--- config.mk ---
export PLATFORM = sky130hd
export DESIGN_NAME = countdown_timer
export DESIGN_NICKNAME = d
export VERILOG_FILES = /design/src/rtl/countdown_timer.sv
export SDC_FILE = /design/constraint.sdc
export NUM_CORES = 1
export LEC_CHECK = 0
export BUFFER_PORTS_ARGS = -buffer_cell sky130_fd_sc_hd__buf_4
export CELL_PAD_IN_SITES_DETAIL_PLACEMENT = 1
export CELL_PAD_IN_SITES_GLOBAL_PLACEMENT = 1
export CORE_AREA = 5 5 95 97
export CTS_CLUSTER_SIZE = 12
export DETAILED_ROUTE_END_ITERATION = 7
export DIE_AREA = 0 0 100 102
export HOLD_SLACK_MARGIN = 0.15
export PLACE_DENSITY_LB_ADDON = 0.1
export SLEW_MARGIN = 20
export SYNTH_ARGS = -nofsm -noshare
export SYNTH_HDL_FRONTEND = slang
export SYNTH_SLANG_ARGS = --single-unit
--- constraint.sdc ---
create_clock -name CLOCK_50 -period 2.57 [get_ports CLOCK_50]
set_input_delay 0.514 -clock CLOCK_50 [delete_from_list [all_inputs] [get_ports CLOCK_50]]
set_output_delay 0.514 -clock CLOCK_50 [all_outputs]
set_load 0.02 [all_outputs]
--- src/rtl/countdown_timer.sv ---
// Pushbutton countdown timer: load SW with KEY[1], start/pause with KEY[2], count shown on LEDR/HEX.
// Optional macro COUNTDOWN_AUTO_RELOAD_EN reloads the loaded value on the terminal tick instead of stopping.
module countdown_timer #(
  parameter int PRESCALE = 50000000,
  parameter int n        = 10
) (
  input  logic         CLOCK_50,
  input  logic         RESET,
  input  logic [n-1:0] SW,
  input  logic [2:0]   KEY,
  output logic [n-1:0] LEDR,
  output logic [6:0]   HEX0,
  output logic [6:0]   HEX1,
  output logic [6:0]   HEX2,
  output logic [6:0]   HEX3,
  output logic [1:0]   o_dbg_state,
  output logic [31:0]  o_dbg_prescale,
  output logic [2:0]   o_dbg_key_prev
);

  localparam int PW = (PRESCALE > 2) ? $clog2(PRESCALE) : 1;

  typedef enum logic [1:0] {
    S_IDLE  = 2'd0,
    S_RUN   = 2'd1,
    S_PAUSE = 2'd2,
    S_DONE  = 2'd3
  } state_t;

  state_t         r_state;
  state_t         w_state_n;
  logic [n-1:0]   r_count;
  logic [n-1:0]   w_count_n;
  logic [PW-1:0]  r_pre;
  logic [PW-1:0]  w_pre_n;
  logic [2:0]     r_key_prev;
  logic           w_load_press;
  logic           w_start_press;
  logic           w_tick;
`ifdef COUNTDOWN_AUTO_RELOAD_EN
  logic [n-1:0]   r_reload;
  logic [n-1:0]   w_reload_n;
`endif

  // Falling-edge detect on the active-low buttons.
  assign w_load_press  = ~KEY[1] & r_key_prev[1];
  assign w_start_press = ~KEY[2] & r_key_prev[2];
  assign w_tick        = (r_state == S_RUN) && (r_pre == PW'(PRESCALE - 1));

  always_ff @(posedge CLOCK_50 or posedge RESET) begin
    if (RESET) begin
      r_state    <= S_IDLE;
      r_count    <= '0;
      r_pre      <= '0;
      r_key_prev <= 3'b111;
`ifdef COUNTDOWN_AUTO_RELOAD_EN
      r_reload   <= '0;
`endif
    end else begin
      r_state    <= w_state_n;
      r_count    <= w_count_n;
      r_pre      <= w_pre_n;
      r_key_prev <= KEY;
`ifdef COUNTDOWN_AUTO_RELOAD_EN
      r_reload   <= w_reload_n;
`endif
    end
  end

  always_comb begin
    w_state_n = r_state;
    w_count_n = r_count;
    w_pre_n   = r_pre;
`ifdef COUNTDOWN_AUTO_RELOAD_EN
    w_reload_n = r_reload;
`endif
    if (w_load_press) begin
      // Load wins over a simultaneous start press.
      w_count_n = SW;
      w_pre_n   = '0;
      w_state_n = S_IDLE;
`ifdef COUNTDOWN_AUTO_RELOAD_EN
      w_reload_n = SW;
`endif
    end else begin
      case (r_state)
        S_IDLE: begin
          if (w_start_press && (r_count != '0)) begin
            w_state_n = S_RUN;
            w_pre_n   = '0;
          end
        end
        S_RUN: begin
          if (w_tick) begin
            w_pre_n = '0;
            if (r_count == n'(1)) begin
`ifdef COUNTDOWN_AUTO_RELOAD_EN
              w_count_n = r_reload;
`else
              w_count_n = '0;
              w_state_n = S_DONE;
`endif
            end else if (r_count != '0) begin
              w_count_n = r_count - n'(1);
            end
          end else begin
            w_pre_n = r_pre + PW'(1);
          end
          // A pause coinciding with the terminal tick still lands in DONE.
          if (w_start_press && (w_state_n != S_DONE)) w_state_n = S_PAUSE;
        end
        S_PAUSE: begin
          if (w_start_press) w_state_n = S_RUN;
        end
        default: ;
      endcase
    end
  end

  function automatic logic [6:0] seg7(input logic [3:0] v);
    case (v)
      4'h0: seg7 = 7'b1000000;
      4'h1: seg7 = 7'b1111001;
      4'h2: seg7 = 7'b0100100;
      4'h3: seg7 = 7'b0110000;
      4'h4: seg7 = 7'b0011001;
      4'h5: seg7 = 7'b0010010;
      4'h6: seg7 = 7'b0000010;
      4'h7: seg7 = 7'b1111000;
      4'h8: seg7 = 7'b0000000;
      4'h9: seg7 = 7'b0010000;
      4'hA: seg7 = 7'b0001000;
      4'hB: seg7 = 7'b0000011;
      4'hC: seg7 = 7'b1000110;
      4'hD: seg7 = 7'b0100001;
      4'hE: seg7 = 7'b0000110;
      default: seg7 = 7'b0001110;
    endcase
  endfunction

  assign LEDR           = r_count;
  assign HEX0           = seg7(r_count[3:0]);
  assign HEX1           = seg7(r_count[7:4]);
  assign HEX2           = seg7({2'b00, r_count[9:8]});
  assign HEX3           = (r_state == S_DONE) ? 7'b0100001 : 7'b1111111;
  assign o_dbg_state    = r_state;
  assign o_dbg_prescale = 32'(r_pre);
  assign o_dbg_key_prev = r_key_prev;

endmodule

After elaboration in Yosys (flattened, before gate mapping)
Memories as Yosys holds them, arrays and structs flattened.
Index checks and enable logic that the tools add are counted.
- memory bits (read-only): 224
- bits in registers: 41
- output and inout bits: 75
- memories: 2
- mux-type cells: 20
- bitwise logic cells: 4
- reductions and logical operators: 14
- equal/unequal tests: 11
- $add $sub $neg: 2
- memory list (name ; depth ; width ; read ports ; clocked after Yosys merged registers in ; write ports ; line ; RTL):
    (name not given) ; 16 ; 7 ; 1 ; 0 ; 0 ; 121 ; case (v)
    (name not given) ; 16 ; 7 ; 1 ; 0 ; 0 ; 121 ;
- operator list (kind ; count):
    two-way mux 26 bit ; 3
    one-hot mux 26 bit (2 select lines) ; 1
    two-way mux 10 bit ; 5
    one-hot mux 7 bit (4 select lines) ; 1
    adder 26 x 1 -> 26 bit (second input constant) ; 1
    equality test 26 bit (second input constant) ; 1
    two-way mux 2 bit ; 8
    equality test 10 x 1 -> 1 bit (second input constant) ; 1
    nonzero test 10 bit ; 1
    subtractor 10 x 1 -> 10 bit (second input constant) ; 1
    equality test 2 bit (second input constant) ; 4
    two-way mux 7 bit ; 1
    != test 3 bit (second input constant) ; 2
    one-hot mux 2 bit (3 select lines) ; 1
    AND reduction 3 bit ; 2
    nonzero test 3 bit ; 2
    equality test 2 x 1 -> 1 bit (second input constant) ; 2
    logical NOT 2 bit ; 2
    nonzero test 2 bit ; 2
    nonzero test 4 bit ; 1
    logical AND 1 bit ; 3
    bitwise AND 1 bit ; 2
    != test 2 bit (second input constant) ; 1
    inverter 1 bit ; 2
    AND reduction 2 bit ; 1

Depth between registers and ports, before layout
Gate-level depths: netlist of the first run.
- word-level depth: 10
- mapped depth: 8

Worst setup path after synthesis of the first run
Ideal clock, no wire load.
- path type: register to output
- start: reg r_count[3] (netlist: LEDR[3])
- end: out HEX0[0]
- setup slack: 0.305 ns
- cell stages (with the launch flop): 5
- buffers on the path: 2
- arrival: 1.751 ns
- path through: dfrtp_1 -> clkbuf_1 -> clkbuf_1 -> nor2_1 -> o31ai_1
- cells in the longest elaborated chain, start to end: 1
- RTL lines (item ; line ; RTL):
    start: declaration ; 32 ; logic [n-1:0] r_count;
    start signal: assignment ; 61 ; r_count <= w_count_n;
    memory read (16 x 7 bit) ; n/a ;
    end: declaration ; 12 ; output logic [6:0] HEX0,
No other way between the ends.

Final worst setup path of the first run
- start: reg r_count[0] (netlist: LEDR[0])
- end: out HEX0[3]
The elaborated chain is that of the path after synthesis.

==> impl_metrics.tcl, run 1 <==
set metrics [dict create \
    hold_class "input port to flop" \
    synth_edf_count 0 \
    highest_layer "met4" \
    viasPerCell 5.43 \
    cap_violations 0 \
    grt_pass1_vias 2853 \
    gp_congestion 0.862 \
    cp_max_fo 8 \
    coreArea_um2 8050 \
    max_stage_delay_ps 450 \
    die_h_um 102 \
    worstHoldStart "KEY[0]" \
    num_vias 2784 \
    power.density_nw_per_um2 763 \
    drtAntennaViolNets 0 \
    holdBufCountCts 0 \
    fin_crit_sh_pct 94.4 \
    drive_above_1_share_pct 29.9 \
    clkPwrFrac_pct 14.5 \
    cts_setup_buffers 0 \
    critical_path.slowest_cell "mux4_2" \
    wl_met2_mm 4.40 \
    power.switching_mw 1.29 \
    crit_chain "inv_1, ha_1, inv_1, mux4_2, buf_4" \
    dieArea_um2 10200 \
    reg2regPathDepth 8 \
    cts_sinks 41 \
    synth-async-reset-ratio_pct 100 \
    hpwl_mm 6.68 \
    area_growth_pct 26.5 \
    p_int_mw 1.57 \
    period_minus_slack_ps 2430 \
    netlist_area_um2 2950 \
    clk_path_buf_depth 2 \
    wirelength_mm 8.77 \
    hold_slack_ps 328 \
    grt_pass1_wl_mm 14.4 \
    arrival_ps 1910 \
    maxSlewHeadroom_pct 59.1 \
    synth_mux_area_share_pct 4.24 \
    finalHoldViolCount 0 \
    grt_use_total_pct 17.3 \
    wirelength_met1_mm 3.93 \
    routedWlPerCell_um 17.1 \
    whs_endpoint "o_dbg_key_prev[0]" \
    clkLatencyLatePin_ps 300 \
    grt_max_degree 42 \
    hold_depth 1 \
    finClkSkew_ps 13.6 \
    post-place-ws_ps 161 \
    synth_cells 331 \
    die_x_um 100 \
    path_clk_slew_ps 80 \
    synthSimpleGateAreaFrac_pct 21.4 \
    drtIter0Drc 88 \
    worstMarginPinSlew_ps 609 \
    setup_viol 0 \
    antenna_found_initial 0 \
    status "finished clean" \
    crit_type "flop to output pin" \
    ys.flop_type "dfrtp_1" \
    r2r-start "LEDR[0]" \
    cts_resized 0 \
    drt-pass1-iter-count 4 \
    r2r_slack_ps 170 \
    yosysSeqAreaShare_pct 34.9 \
    cts-htree-levels 2 \
    max_freq_mhz 412 \
    rsz0062_at_grt "false" \
    critPathCaptureType "output pin" \
    synthAdderAreaFrac_pct 5.51 \
    swShare_pct 45.1 \
    cp.required_ps 2060 \
    avgSynthCellArea_um2 8.92 \
    start_kind "flop" \
    setup_slack_ps 145 \
    pin_count 90 \
    synth.ff_latch_count 41 \
    p_leak_nw 1.70 \
    clock-root-buffer "clkbuf_8" \
    fin_setup_tns_ps 0 \
    cts_buffers 5 \
    cpMostUsedCell "inv_1" \
    synth_top_family_by_area "compound AO/OA/AOI/OAI gates" \
    ys_types 53 \
    synth_compound_gate_area_share_pct 21.6 \
    power_frac_seq_pct 30.5 \
    cts_tree "yes" \
    grt_overflow 0 \
    p_comb_share_pct 55.0 \
    wl_met3_um 370 \
    fill_cells 974 \
    r2r_end "r_pre[25]" \
    ys.warnings.count 0 \
    final_nets 436 \
    synth_xor_xnor_area_share_pct 4.45 \
    drc 0 \
    diodes 0 \
    row_count 33 \
    io_buffers 80 \
    report.final.slew_viol_count 0 \
    initial_core_util_pct 36.7 \
    peakVddDrop_mv 0.194 \
]
Yosys cell counts (all sizes together), types with 3 or more instances:
master	number	area, um2
dfrtp	38	951
nor2	32	123
o21ai	23	123
buf	20	135
nand2	19	71.3
a21oi	17	96.4
xor2	15	131
ha	13	163
inv	13	48.8
clkbuf	12	45.0
o31ai	10	75.1
o211ai	9	77.6
mux2i	8	80.1
o2111ai	8	70.1
a31oi	6	37.5
and3	6	37.5
nand2b	6	37.5
nand4	6	37.5
nor2b	6	37.5
nor3	6	30.0
or3	6	37.5
or4	5	37.5
a22oi	4	30.0
a32oi	4	35.0
nand3	4	20.0
nor4b	4	56.3
a22o	3	26.3
and4	3	26.3
dfstp	3	78.8
layout make-up:
cell class	instances	area (um2)	area share [%]
Clock buffer	6	72.6	1.94
Clock inverter	1	5.00	0.134
Inverter	13	48.8	1.31
Multi-Input combinational cell	252	1720	46.1
Sequential cell	41	1030	27.6
Tap cell	105	131	3.52
Timing Repair Buffer	95	726	19.4
metal layers:
| metal | vias to the layer above | GRT usage [%] |
|---|---|---|
| li1 | 1345 | - |
| met5 | - | 0 |
| met2 | 57 | 31.2 |
| met4 | 0 | 3.42 |
| met1 | 1376 | 22.0 |
| met3 | 6 | 2.87 |
placed cells by master, fill, tap and decap left out, types with 8 or more instances in the layout:
| cell | instances |
|---|---|
| conb_1 | 9 |
| o21ai_0 | 21 |
| o31ai_1 | 10 |
| ha_1 | 13 |
| nor2_1 | 31 |
| mux2i_1 | 8 |
| dfrtp_1 | 36 |
| a21oi_1 | 16 |
| xor2_1 | 15 |
| nand2_1 | 19 |
| buf_4 | 94 |
| o2111ai_1 | 8 |
| inv_1 | 13 |
cell families after synthesis:
group                    Yosys count
AND/OR/NAND/NOR                  113
multiplexers                      10
flip-flops                        41
buffers and inverters             45
other                              2
adder cells (fa/ha/maj)           13
XOR/XNOR                          15
AO/OA/AOI/OAI                     92
through the flow:
stage          std cells  utilization [%]  area, um2  power, mW
3_5_place_dp         506             45.4       3660       2.47
2_1_floorplan        338                -       2980       1.84
4_1_cts              513             46.4       3730       2.88
3_3_place_gp         506             45.4       3660       2.44
6_report             513             46.4       3740       2.85
5_1_grt              513             46.4       3740       3.05
registers in the layout, summed over array words and instances, names as in the netlist:
signal and flops:
LEDR 10, o_dbg_state 2, o_dbg_key_prev 3, r_pre 26
worst max path at each step:
stage / cells after the start / slack [ps] / to / startpoint
finish: 5 / 140 / HEX0[3] / LEDR[0]
global route: 7 / 4 / LEDR[4] / LEDR[0]
CTS: 5 / 70 / HEX0[3] / LEDR[0]
detailed placement: 7 / 160 / LEDR[4] / LEDR[0]
global placement: 7 / 280 / LEDR[4] / LEDR[0]
floorplan: 4 / 310 / HEX0[0] / LEDR[3]
worst max-delay path: cells and delay by family (launching register included):
family                     cells  cell delay [ps]
buffers and inverters          3              390
adders and majority gates      1              340
DFF                            1              420
muxes                          1              450
power groups by stage:
| stage | logic [mW] | clock network, mW | registers [mW] |
|---|---|---|---|
| after CTS | 1.59 | 0.423 | 0.869 |
| after detailed placement | 1.59 | 0 | 0.880 |
| after floorplan | 0.936 | 0 | 0.903 |
| after global routing | 1.70 | 0.460 | 0.892 |
| final | 1.57 | 0.413 | 0.871 |
| after global placement | 1.57 | 0 | 0.876 |
No activity file was read; power rests on OpenSTA's default activity.
==> inputs of run 2 (changes only) <==
--- a/config.mk
+++ b/config.mk
@@ -8,10 +8,10 @@
 export BUFFER_PORTS_ARGS = -buffer_cell sky130_fd_sc_hd__buf_4
 export CELL_PAD_IN_SITES_DETAIL_PLACEMENT = 1
 export CELL_PAD_IN_SITES_GLOBAL_PLACEMENT = 1
-export CORE_AREA = 5 5 95 97
+export CORE_AREA = 8 8 98 100
 export CTS_CLUSTER_SIZE = 12
 export DETAILED_ROUTE_END_ITERATION = 7
-export DIE_AREA = 0 0 100 102
+export DIE_AREA = 0 0 106 108
 export HOLD_SLACK_MARGIN = 0.15
 export PLACE_DENSITY_LB_ADDON = 0.1
 export SLEW_MARGIN = 20
==> run 2 against run 1 <==
Net effect: non-clock buffer count increased by 1; final area increased by 1.3%; cell count increased by 0.39%; register-to-register slack improved by 30 ps; via count increased by 2.4%; clock-buffer cell count unchanged; core utilization increased by 0.61 points; largest cell class unchanged; largest power group unchanged.
==> impl_metrics.tcl, run 2 (synthesized netlist as in run 1, its figures left out) <==
set metrics [dict create \
    coreArea_um2 8050 \
    drive_above_1_share_pct 30.2 \
    final_nets 437 \
    clkLatencyLatePin_ps 300 \
    cts_tree "yes" \
    clk_path_buf_depth 2 \
    grt_overflow 0 \
    grt_pass1_wl_mm 15.7 \
    worstHoldStart "KEY[0]" \
    io_buffers 80 \
    drtIter0Drc 76 \
    cap_violations 0 \
    dieArea_um2 11400 \
    cp_max_fo 11 \
    p_leak_nw 1.72 \
    routedWlPerCell_um 18.3 \
    drc 0 \
    period_minus_slack_ps 2440 \
    critPathCaptureType "output pin" \
    row_count 33 \
    gp_congestion 0.843 \
    postLayoutCoreUtil_pct 47.0 \
    cts_sinks 41 \
    maxSlewHeadroom_pct 56.9 \
    drt-pass1-iter-count 4 \
    hold_class "input port to flop" \
    fin_setup_tns_ps 0 \
    worstMarginPinSlew_ps 642 \
    cts-htree-levels 2 \
    arrival_ps 1930 \
    viasPerCell 5.53 \
    holdBufCountCts 0 \
    pin_count 90 \
    wirelength_mm 9.45 \
    start_kind "flop" \
    dp.cells 507 \
    fin_crit_sh_pct 95.1 \
    largest_reg_flops 26 \
    die_h_um 108 \
    setup_viol 0 \
    report.final.slew_viol_count 0 \
    peakVddDrop_mv 0.231 \
    grt_use_total_pct 16.5 \
    worstSetupStartpoint "LEDR[1]" \
    hpwl_mm 7.16 \
    r2r-start "LEDR[4]" \
    initial_core_util_pct 36.7 \
    crit_type "flop to output pin" \
    status "finished clean" \
    num_vias 2850 \
    rsz0062_at_grt "false" \
    diodes 0 \
    antenna_found_initial 0 \
    die_x_um 106 \
    max_freq_mhz 409 \
    finClkSkew_ps 6.92 \
    path_clk_slew_ps 80 \
    finalHoldViolCount 0 \
    drtAntennaViolNets 0 \
    final_cell_mix "95 x buf_4, 37 x dfrtp_1, 31 x nor2_1, 21 x o21ai_0, 19 x nand2_1" \
    power.density_nw_per_um2 802 \
    stdcell_count 515 \
    cp.required_ps 2060 \
    top_register "r_pre" \
    grt_pass1_vias 3010 \
    p_total_mw 3.03 \
    cts_buffers 5 \
    grt_max_degree 42 \
    area_growth_pct 28.2 \
    clock-root-buffer "clkbuf_8" \
    layout_commonest_cell "buf_4" \
]
[run 2: critical path, stage by stage, from the launching register on]
cell and delay, ps:
dfrtp_1 480, inv_1 130, ha_1 340, mux4_2 510, buf_4 170
[run 2: routing by layer]
metal,GRT usage [%],vias up,share of wire (%)
met3,3.63,7,4.4
met1,19.6,1429,43
met2,29.8,64,52
met5,0,-,0
met4,3.62,0,0.80
li1,-,1350,-
[run 2: final timing paths]
check                      cells past startpoint                end  slack, ps
setup / recovery                               4            HEX0[3]        130
hold / removal                                 1  o_dbg_key_prev[0]        320
setup reg to reg                               8          r_pre[25]        200
hold reg to reg                                1           r_pre[1]        580
max in group asynchronous                      3            LEDR[0]       1800
min in group asynchronous                      3           r_pre[5]        350
[run 2: timing repair]
action                                  4_1_cts  5_1_grt
endpoints found under the setup margin        0        1
gates resized for setup                       0        1
buffers inserted                              0        0
[run 2: metrics by stage]
step | setup WS, ps | cell area (um2) | hold WS, ps
2_1_floorplan | 305 | 2980 | 518
3_3_place_gp | 309 | 3660 | 555
3_5_place_dp | 204 | 3660 | 559
4_1_cts | 81.0 | 3780 | 307
5_1_grt | 22.3 | 3790 | 307
6_report | 126 | 3790 | 316
[run 2: power breakdown]
group          total, mW  internal [mW]  leakage, nW  switching, mW
Sequential         0.851          0.718        0.536          0.133
Combinational       1.61          0.673         1.13          0.941
Clock              0.570          0.316       0.0574          0.253
Total               3.03           1.71         1.72           1.33
[run 2: layout make-up]
| class | count | area, um2 |
|---|---|---|
| Fill cell | 982 | 4270 |
| Multi-Input combinational cell | 252 | 1720 |
| Sequential cell | 41 | 1030 |
| Timing Repair Buffer | 96 | 733 |
| Tap cell | 105 | 131 |
| Clock buffer | 6 | 82.6 |
| Inverter | 13 | 48.8 |
| Clock inverter | 2 | 37.5 |
==> inputs of run 3 (changes only) <==
--- a/config.mk
+++ b/config.mk
@@ -5,7 +5,7 @@
 export SDC_FILE = /design/constraint.sdc
 export NUM_CORES = 1
 export LEC_CHECK = 0
-export BUFFER_PORTS_ARGS = -buffer_cell sky130_fd_sc_hd__buf_4
+export BUFFER_PORTS_ARGS = -buffer_cell sky130_fd_sc_hd__buf_2
 export CELL_PAD_IN_SITES_DETAIL_PLACEMENT = 1
 export CELL_PAD_IN_SITES_GLOBAL_PLACEMENT = 1
 export CORE_AREA = 8 8 98 100
==> run 3 against run 2 <==
Net effect: first-iteration DRC count grew 18%; critical path type unchanged; core utilization is 2.2 points lower; sequential cell count did not move; clock-buffer cell count rose by 1; hold slack worse by 120 ps; cell count increased by 0.19%; global-route usage decreased by 0.34 points.
==> impl_metrics.tcl, run 3 (synthesized netlist as in run 1, its figures left out) <==
set metrics [dict create \
    drc 0 \
    hold_class "input port to asynchronous set/reset pin" \
    finClkSkew_ps 12.2 \
    viasPerCell 5.45 \
    critPathCaptureType "output pin" \
    dpl-instance-area_um2 3480 \
    die_x_um 106 \
    gp_congestion 0.807 \
    clock-root-buffer "clkbuf_8" \
    pin_count 90 \
    drt-pass1-iter-count 4 \
    num_vias 2813 \
    row_count 33 \
    power.density_nw_per_um2 796 \
    dieArea_um2 11400 \
    setup_viol 0 \
    finalHoldViolCount 0 \
    die_h_um 108 \
    period_minus_slack_ps 2470 \
    rsz0062_at_grt "false" \
    max_freq_mhz 404 \
    grt_use_total_pct 16.2 \
    holdBufCountCts 0 \
    clkLatencyLatePin_ps 300 \
    routedWlPerCell_um 18.1 \
    fin_area_um2 3610 \
    fin_setup_tns_ps 0 \
    diodes 0 \
    drive_above_1_share_pct 29.9 \
    drtAntennaViolNets 0 \
    grt_max_degree 34 \
    cp_max_fo 8 \
    cap_violations 0 \
    layout_commonest_cell "buf_2" \
    grt_overflow 0 \
    arrival_ps 1960 \
    p_leak_nw 1.69 \
    stdcell_count 516 \
    clk_path_buf_depth 2 \
    report.final.slew_viol_count 0 \
    io_buffers 80 \
    status "finished clean" \
    initial_core_util_pct 36.7 \
    final_cell_mix "80 x buf_2, 38 x dfrtp_1, 31 x nor2_1, 21 x o21ai_0, 19 x nand2_1" \
    cts-htree-levels 2 \
    dp.cells 508 \
    antenna_found_initial 0 \
    peakVddDrop_mv 0.222 \
    worstMarginPinSlew_ps 582 \
    final_nets 438 \
    fin_crit_sh_pct 96.2 \
    grt_pass1_wl_mm 15.4 \
    cts_buffers 5 \
    wirelength_mm 9.32 \
    crit_type "flop to output pin" \
    path_clk_slew_ps 80 \
    coreArea_um2 8050 \
    start_kind "flop" \
    largest_reg_flops 26 \
    drtIter0Drc 90 \
    cp.required_ps 2060 \
    hpwl_mm 7.11 \
    cts_sinks 41 \
    cts_tree "yes" \
    maxSlewHeadroom_pct 60.9 \
    top_register "r_pre" \
    area_growth_pct 22.2 \
    grt_pass1_vias 2995 \
]
run 3: cell count changes in the layout (fill, tap and decap cells not counted):
cell and delta:
buf_2 +80, buf_4 -80, buf_12 +1, clkbuf_1 +1, clkinvlp_4 -1, dfrtp_1 +1
dfrtp_2 -1, nor4b_2 -1, nor4b_4 +1
run 3: per-stage QoR:
| stage | utilization (%) | power [mW] | hold slack (ps) | worst slack [ps] |
|---|---|---|---|---|
| 2_1_floorplan | - | 1.84 | 518 | 305 |
| 6_report | 44.8 | 2.87 | 200 | 97.0 |
| 3_3_place_gp | 43.3 | 2.32 | 536 | 277 |
| 4_1_cts | 44.7 | 2.91 | 202 | 97.0 |
| 3_5_place_dp | 43.3 | 2.35 | 528 | 212 |
| 5_1_grt | 44.8 | 3.07 | 222 | 1.73 |
run 3: path summary, 6_finish.rpt:
kind,from,endpoint,slack (ps),depth (start not counted)
setup / recovery,LEDR[0],HEX0[3],100,5
max in group asynchronous,RESET,o_dbg_key_prev[2],1780,3
min in group CLOCK_50,KEY[0],o_dbg_key_prev[0],310,1
hold / removal,RESET,LEDR[9],200,2
setup reg to reg,LEDR[0],LEDR[8],200,7
hold reg to reg,r_pre[0],r_pre[0],580,1
run 3: layout make-up:
| type | count | area (um2) |
|---|---|---|
| Clock buffer | 7 | 86.3 |
| Fill cell | 996 | 4440 |
| Multi-Input combinational cell | 252 | 1730 |
| Sequential cell | 41 | 1030 |
| Inverter | 13 | 48.8 |
| Tap cell | 105 | 131 |
| Clock inverter | 1 | 30.0 |
| Timing Repair Buffer | 97 | 553 |
run 3: what timing repair did:
| action | CTS | global route |
|---|---|---|
| gates resized for setup | 0 | 1 |
| buffers inserted | 0 | 0 |
| setup endpoints to repair | 0 | 3 |
run 3: routing by layer:
layer / up-vias / part of all wire (%) / track usage, %
met5: - / 0 / 0
met4: 0 / 0.63 / 3.32
met3: 6 / 4.9 / 3.39
met2: 62 / 51 / 29.1
met1: 1397 / 43 / 19.5
li1: 1348 / - / -
run 3: worst max-delay path, cell delays in order (launching register included):
cell and delay, ps:
dfrtp_1 450, inv_1 180, ha_1 350, inv_1 70
mux4_2 440, buf_2 170
run 3: power by group:
part / switching (mW) / leakage (nW) / total [mW] / internal (mW)
clock network: 0.238 / 0.0585 / 0.555 / 0.317
registers: 0.123 / 0.537 / 0.840 / 0.717
logic: 0.934 / 1.10 / 1.48 / 0.545
